===== config.mk =====
export PLATFORM = sky130hd
export DESIGN_NAME = instr_fetch_queue
export DESIGN_NICKNAME = d
export VERILOG_FILES = /design/src/rtl/instr_fetch_queue.sv
export SDC_FILE = /design/constraint.sdc
export NUM_CORES = 1
export LEC_CHECK = 0
export CAP_MARGIN = 20
export CELL_PAD_IN_SITES_DETAIL_PLACEMENT = 1
export CELL_PAD_IN_SITES_GLOBAL_PLACEMENT = 1
export CORE_MARGIN = 1.5
export CORE_UTILIZATION = 25
export CTS_CLUSTER_DIAMETER = 120
export DETAILED_ROUTE_END_ITERATION = 12
export GPL_ROUTABILITY_DRIVEN = 0
export GPL_TIMING_DRIVEN = 0
export PLACE_DENSITY_LB_ADDON = 0.1
export SYNTH_ARGS = -nofsm -noshare
export SYNTH_HDL_FRONTEND = slang
export SYNTH_SLANG_ARGS = --single-unit

===== constraint.sdc =====
create_clock -name clk -period 3.63 [get_ports clk]
set_clock_uncertainty 0.1 [all_clocks]
set_input_delay 0.363 -clock clk [delete_from_list [all_inputs] [get_ports clk]]
set_output_delay 0.363 -clock clk [all_outputs]
set_load 0.005 [all_outputs]

===== src/rtl/instr_fetch_queue.sv =====
// Show-ahead instruction FIFO between the fetch stage and decode.
// Each entry holds one fetched instruction word and its PC. The head entry is
// always visible on out_*; when the queue is empty the head reads as a NOP at
// PC 0 so decode never sees a stale word. A flush drops every queued entry
// so wrong-path instructions after a taken branch/jump never reach decode.
module instr_fetch_queue #(
    parameter int                    DATA_WIDTH    = 32,
    parameter int                    ADDRESS_WIDTH = 8,
    parameter int                    DEPTH         = 4,
    parameter logic [DATA_WIDTH-1:0] NOP_WORD      = 32'h00000013
) (
    input  logic                       clk,
    input  logic                       rst,
    input  logic                       in_valid,
    input  logic [DATA_WIDTH-1:0]      in_instr,
    input  logic [ADDRESS_WIDTH-1:0]   in_pc,
    output logic                       in_ready,
    input  logic                       flush,
    output logic                       out_valid,
    output logic [DATA_WIDTH-1:0]      out_instr,
    output logic [ADDRESS_WIDTH-1:0]   out_pc,
    input  logic                       out_ready,
    output logic [$clog2(DEPTH):0]     count
);

    localparam int PTR_W = $clog2(DEPTH);
    localparam int CNT_W = PTR_W + 1;

    localparam logic [PTR_W-1:0] PTR_ONE    = PTR_W'(1);
    localparam logic [CNT_W-1:0] CNT_ONE    = CNT_W'(1);
    localparam logic [CNT_W-1:0] CNT_FULL   = CNT_W'(DEPTH);
    localparam logic [CNT_W-1:0] CNT_EMPTY  = '0;

    // Pointer wrap relies on the natural modulo of a power-of-two depth.
    if (DEPTH < 2 || (DEPTH & (DEPTH - 1)) != 0) begin : g_bad_depth
        $error("instr_fetch_queue: DEPTH must be a power of two and at least 2");
    end

    logic [DATA_WIDTH-1:0]    instr_mem [DEPTH];
    logic [ADDRESS_WIDTH-1:0] pc_mem    [DEPTH];

    logic [PTR_W-1:0] wr_ptr;
    logic [PTR_W-1:0] rd_ptr;
    logic [CNT_W-1:0] occ;

    logic push;
    logic pop;

    // Handshake qualifiers; both depend only on registered occupancy, so
    // in_ready has no combinational path from out_ready.
    always_comb begin
        in_ready  = (occ != CNT_FULL);
        out_valid = (occ != CNT_EMPTY);
        push      = in_valid & in_ready;
        pop       = out_valid & out_ready;
    end

    // Storage write: data payload only, no reset needed; a flush discards the
    // coincident push so it is not written either.
    always_ff @(posedge clk) begin
        if (push && !flush) begin
            instr_mem[wr_ptr] <= in_instr;
            pc_mem[wr_ptr]    <= in_pc;
        end
    end

    // Pointer and occupancy update; flush outranks push/pop, reset outranks all.
    always_ff @(posedge clk or negedge rst) begin
        if (!rst) begin
            wr_ptr <= '0;
            rd_ptr <= '0;
            occ    <= '0;
        end else if (flush) begin
            wr_ptr <= '0;
            rd_ptr <= '0;
            occ    <= '0;
        end else begin
            if (push) begin
                wr_ptr <= wr_ptr + PTR_ONE;
            end
            if (pop) begin
                rd_ptr <= rd_ptr + PTR_ONE;
            end
            case ({push, pop})
                2'b10:   occ <= occ + CNT_ONE;
                2'b01:   occ <= occ - CNT_ONE;
                default: occ <= occ;
            endcase
        end
    end

    // Head presentation: stored entry when valid, otherwise a NOP at PC 0.
    always_comb begin
        count = occ;
        if (out_valid) begin
            out_instr = instr_mem[rd_ptr];
            out_pc    = pc_mem[rd_ptr];
        end else begin
            out_instr = NOP_WORD;
            out_pc    = '0;
        end
    end

endmodule


---- Word level (Yosys, flattened, before mapping) ----
Memories as Yosys holds them, arrays and structs flattened.
Cells that the tools add are included.
word-level totals
  register bits after elaboration ......... 7
  bits in latches ......................... 0
  bits in writable memories ............... 160
  ROM bits ................................ 0
  input bits .............................. 45
  output and inout port bits .............. 45
  word-level logic and storage cells ...... 30
  memories ................................ 2
memory list
  memory     depth  bits a word  read ports  clocked after Yosys merged registers in  write ports  RTL line  RTL
  instr_mem  4      32           1           0                                        1            39        logic [DATA_WIDTH-1:0] instr_mem [DEPTH];
  pc_mem     4      8            1           0                                        1            40        logic [ADDRESS_WIDTH-1:0] pc_mem [DEPTH];
cells by class
  $add $sub $neg .......................... 4
  multipliers ............................. 0
  divide/modulo/power cells ............... 0
  $lt $le $gt $ge ......................... 0
  equal/unequal tests ..................... 3
  shift-type cells ........................ 0
  multiplexer cells ....................... 10
  bitwise gates (word level) .............. 2
  reductions and logical operators ........ 6
operators with widths
  cell                                                  number
  two-way mux 32 bit                                    1
  two-way mux 2 bit                                     4
  two-way mux 8 bit                                     1
  case mux 3 bit (2 select lines)                       1
  nonzero test 3 bit                                    2
  adder 2 x 1 -> 2 bit (second input constant)          2
  nonzero test 2 bit                                    2
  adder 3 x 1 -> 3 bit (second input constant)          1
  two-way mux 3 bit                                     1
  != test 3 bit (second input constant)                 1
  subtractor 3 x 1 -> 3 bit (second input constant)     1
  AND 1 bit                                             2
  equality test 2 x 1 -> 1 bit (second input constant)  1
  equality test 2 bit (second input constant)           1
  two-way mux 1 bit                                     2
  logical AND 1 bit                                     1
  logical NOT 1 bit                                     1

---- Depth between registers and ports, before layout ----
  depth after elaboration ................. 5
  mapped depth ............................ 8
  gate-level depth less buffers ........... 7

---- Least setup slack after synthesis ----
No wires, ideal clock.
  kind .................................... register -> register
  from .................................... register occ[1] (netlist: count[1])
  to ...................................... memory instr_mem[0][0], enable pin
  arrival time ............................ 2.035 ns
  path slack .............................. 1.094 ns
  stages on the path, launching flop included .. 5
  path buffers ............................ 1
  period minus slack after synthesis ...... 2.536 ns
  cell sequence ........................... dfrtp_1 -> clkbuf_1 -> nor3b_1 -> nor3_1 -> and2_1
on the way
  cells in the longest elaborated chain, start to end .. 5
RTL lines
  what                                     RTL line  RTL
  start, declared                          44        logic [CNT_W-1:0] occ;
  start signal, assigned                   85        2'b10: occ <= occ + CNT_ONE;
  start signal, assigned                   86        2'b01: occ <= occ - CNT_ONE;
  != test 3 bit                            52        in_ready = (occ != CNT_FULL);
  AND 1 bit                                54        push = in_valid & in_ready;
  logical AND 1 bit                        61        if (push && !flush) begin
  two-way mux 1 bit                        61
  two-way mux 1 bit (implied by the code)  62        instr_mem[wr_ptr] <= in_instr;
  end, declared                            39
Every way passes these cells.

---- Final worst setup path ----
  from .................................... register occ[0] (netlist: count[0])
  to ...................................... output out_instr[20]
on the way
  cells in the longest elaborated chain, start to end .. 2
RTL lines
  what                RTL line  RTL
  nonzero test 3 bit  53        out_valid = (occ != CNT_EMPTY);
  two-way mux 32 bit  95        if (out_valid) begin
  end, declared       20        output logic [DATA_WIDTH-1:0] out_instr,
Every way passes these cells.

==> out/metrics.cfg <==
[run_status]
status = completed

[final_layout]
drive_gt1_share_pct = 15.2
fillers = 2646
area_growth_pct = 28.8
final_nets = 483
multi_input_area_sq_mm = 0.00160
register_area_sq_mm = 0.00498
num_antenna_cells = 0

[placement]
io_buffers = 88
dp_hpwl_um = 9380
post-place-ws_ns = 0.413

[sta]
slew_headroom_pct = 60.1
max_freq_mhz = 305
final-setup-viol-count = 0
post-route-worst-setup-slack_ns = 0.354
slew_viol_final = 0
rsz0062_at_grt = false
worst_slew_pin_slew_ns = 0.599
fin_crit_sh_pct = 90.2
fin_hold_ws_ns = 0.117
finalCriticalPeriod_ns = 3.28
final_hold_viol_count = 0

[clock_tree]
cts_buffer_depth = 2
clock_latency_ns = 0.42
numCtsBuffers = 17
clockRootBuffer = clkbuf_16
cts_sinks = 167
clk_pin_slew_ns = 0.07
cts_tree = built
hold_buffers = 0
htreeDepth = 4

[synthesis]
netlist_area_sq_mm = 0.00674
synthAdderAreaFrac_pct = 1.04
synthSimpleGateAreaFrac_pct = 5.85
yosysWarnings = 0
ys_ff_latch = 167
async_flop_share_pct = 4.19
synth_most_common_cell = edfxtp_1
synth_mux_area_share_pct = 14.7
synth_top_family_by_area = multiplexers
synth_area_leaders = edfxtp_1 71%, mux4_1 9.4%, mux4_2 5.3%
synth_edf_count = 160
synth.largest_area_cell = edfxtp_1
synth_nets = 372
synth_xor_area_share_pct = 0.390
synth_top_area_share_pct = 71.3
seq_area_frac_synth_pct = 73.9
ys_top_cells_by_count = 160 x edfxtp_1, 42 x and2_1, 24 x mux4_1, 16 x mux4_2
synth_area_per_cell_sq_um = 20.9
synth_compound_area_share_pct = 1.61
syn_inst = 322
synthFlopType = edfxtp_1
synth_cell_types = 36

[worst_hold_path]
min_path_type = in -> async

[worst_setup_path]
slowest_delay_ns = 0.51
start_kind = flip-flop
endpoint_kind = output port
r2r_cells = 7
reg2reg_to = count[1]$_DFFE_PN0P_
crit_top_cell = clkbuf_1
r2r_start = count[0]$_DFFE_PN0P_
cp_num_buf_inv = 4
r2r_slack_ns = 0.95
crit_family = buffers and inverters
cp.required_ns = 3.17
critPathMaxFanout = 10
critical-path-slowest-cell = dfrtp_1
cp_cell_sequence = nor3_2 -> inv_1 -> clkbuf_1 -> clkbuf_1 -> and2_1 -> clkdlybuf4s50_1
cp.arrival_ns = 2.81
critPathKind = reg -> out

[route]
drt_first_pass_iters = 4
ant_nets = 0
viasPerCell = 4.29
dr_total_vias = 3347
drc = 0
post_drt_wl_per_cell_um = 19.3
drt_wl_total_um = 15100
drt-initial-drc-count = 126

[power_and_ir_drop]
ir_drop_v = 0.000258
p_per_area_mw_per_mm2 = 569
p_leak_nw = 2.79

[die]
die_height_um = 167
rows = 59
start_util_pct = 25.6
fp.dieW_um = 167
dieArea_sq_mm = 0.0280
io_pins = 90
coreArea_sq_mm = 0.0263

[global_route]
grt_pass1_wl_um = 23000
grt_pass1_vias = 3763
track_usage_pct = 11.5
grt_max_degree = 27
antenna_found_initial = 0
overflow = 0

[flow_run]
maxCapViolations = 0

-- placed cells by master, fill, tap and decap left out, types with 2 or more instances in the layout --
cell,count
ha_1,4
buf_6,2
buf_12,7
edfxtp_1,160
and2_2,4
clkinvlp_4,3
clkdlybuf4s50_1,88
clkbuf_16,17
inv_1,6
and2_1,38
inv_6,5
or2_2,2
clkinv_4,2
nand2b_1,5
o22ai_1,2
mux4_1,24
nor2_1,2
clkbuf_1,9
a21oi_1,5
mux4_2,16
buf_2,7
o21ai_0,3
nand3_1,3
nor3b_1,2
dfrtp_1,7
nand3b_1,2
xor2_1,2
-- state kept, by name, summed over array words and instances (netlist names) --
| register | flops |
|---|---|
| pc_mem | 32 |
| rd_ptr | 2 |
| wr_ptr | 2 |
| count | 3 |
| instr_mem | 128 |
-- power by group --
group	internal, mW	switching (mW)	total [mW]
clock	0.895	0.772	1.67
combinational	0.603	0.451	1.05
sequential	2.19	0.0261	2.22
total	3.69	1.25	4.94
-- cells by family (layout without fill, tap and decap cells) --
group                      after synthesis  count (layout)
AOI/OAI and AO/OA                       17              17
xor gates and xnor gates                 3               3
adders and majority gates                5               5
buffers and inverters                   26             150
DFF                                    167             167
muxes                                   40              40
and+or+nand+nor                         64              64
-- worst reg2reg max path, cell delays in order (launching register included) --
cell	delay (ns)
dfrtp_1	0.48
nor3_2	0.37
inv_1	0.13
clkbuf_1	0.31
and3_1	0.29
fa_1	0.50
a31oi_1	0.08
nor4_1	0.30
-- repair_timing --
item / CTS / global route
resized for setup: 0 / 1
setup endpoints to repair: 0 / 10
setup buffers: 0 / 0
-- final cells by class --
cell class | count | share of cell area [%]
flip-flops and latches | 167 | 57.4
multi-input cells | 129 | 18.4
inverters | 6 | 0.260
plain buffers | 20 | 1.70
clock buffers | 19 | 4.99
well taps | 335 | 4.83
clock inverters | 13 | 1.33
repair buffers | 92 | 11.1
-- routing by layer --
metal	global-route usage, %	wire, um
met1	14.0	6550
met2	19.8	7780
met3	2.53	505
met4	4.82	255
met5	0	0
-- through the flow --
| step | power [mW] | std cells | TNS (ns) | cell area (sq um) | util [%] |
|---|---|---|---|---|---|
| after global routing | 5.19 | 781 | 0 | 8680 | 33.0 |
| after CTS | 5.05 | 781 | 0 | 8670 | 33.0 |
| after floorplan | 2.78 | 322 | 0 | 6740 | - |
| after detailed placement | 3.36 | 749 | 0 | 8130 | 30.9 |
| final | 4.94 | 781 | 0 | 8680 | 33.0 |
| after global placement | 3.34 | 745 | -114.10 | 8040 | 30.6 |
-- how the worst max path moves through the flow --
stage,startpoint,to,slack (ns),cells after the start
CTS,count[0]$_DFFE_PN0P_,out_instr[20],0.04,6
global placement,in_valid,instr_mem[1][17]$_DFFE_PP_,-0.73,5
global route,count[0]$_DFFE_PN0P_,out_instr[21],0.03,6
detailed placement,in_valid,instr_mem[2][17]$_DFFE_PP_,0.41,6
floorplan,count[1]$_DFFE_PN0P_,instr_mem[0][0]$_DFFE_PP_,1.09,4
finish,count[0]$_DFFE_PN0P_,out_instr[20],0.35,6
Note: power is estimated with default switching activity, not from simulation.
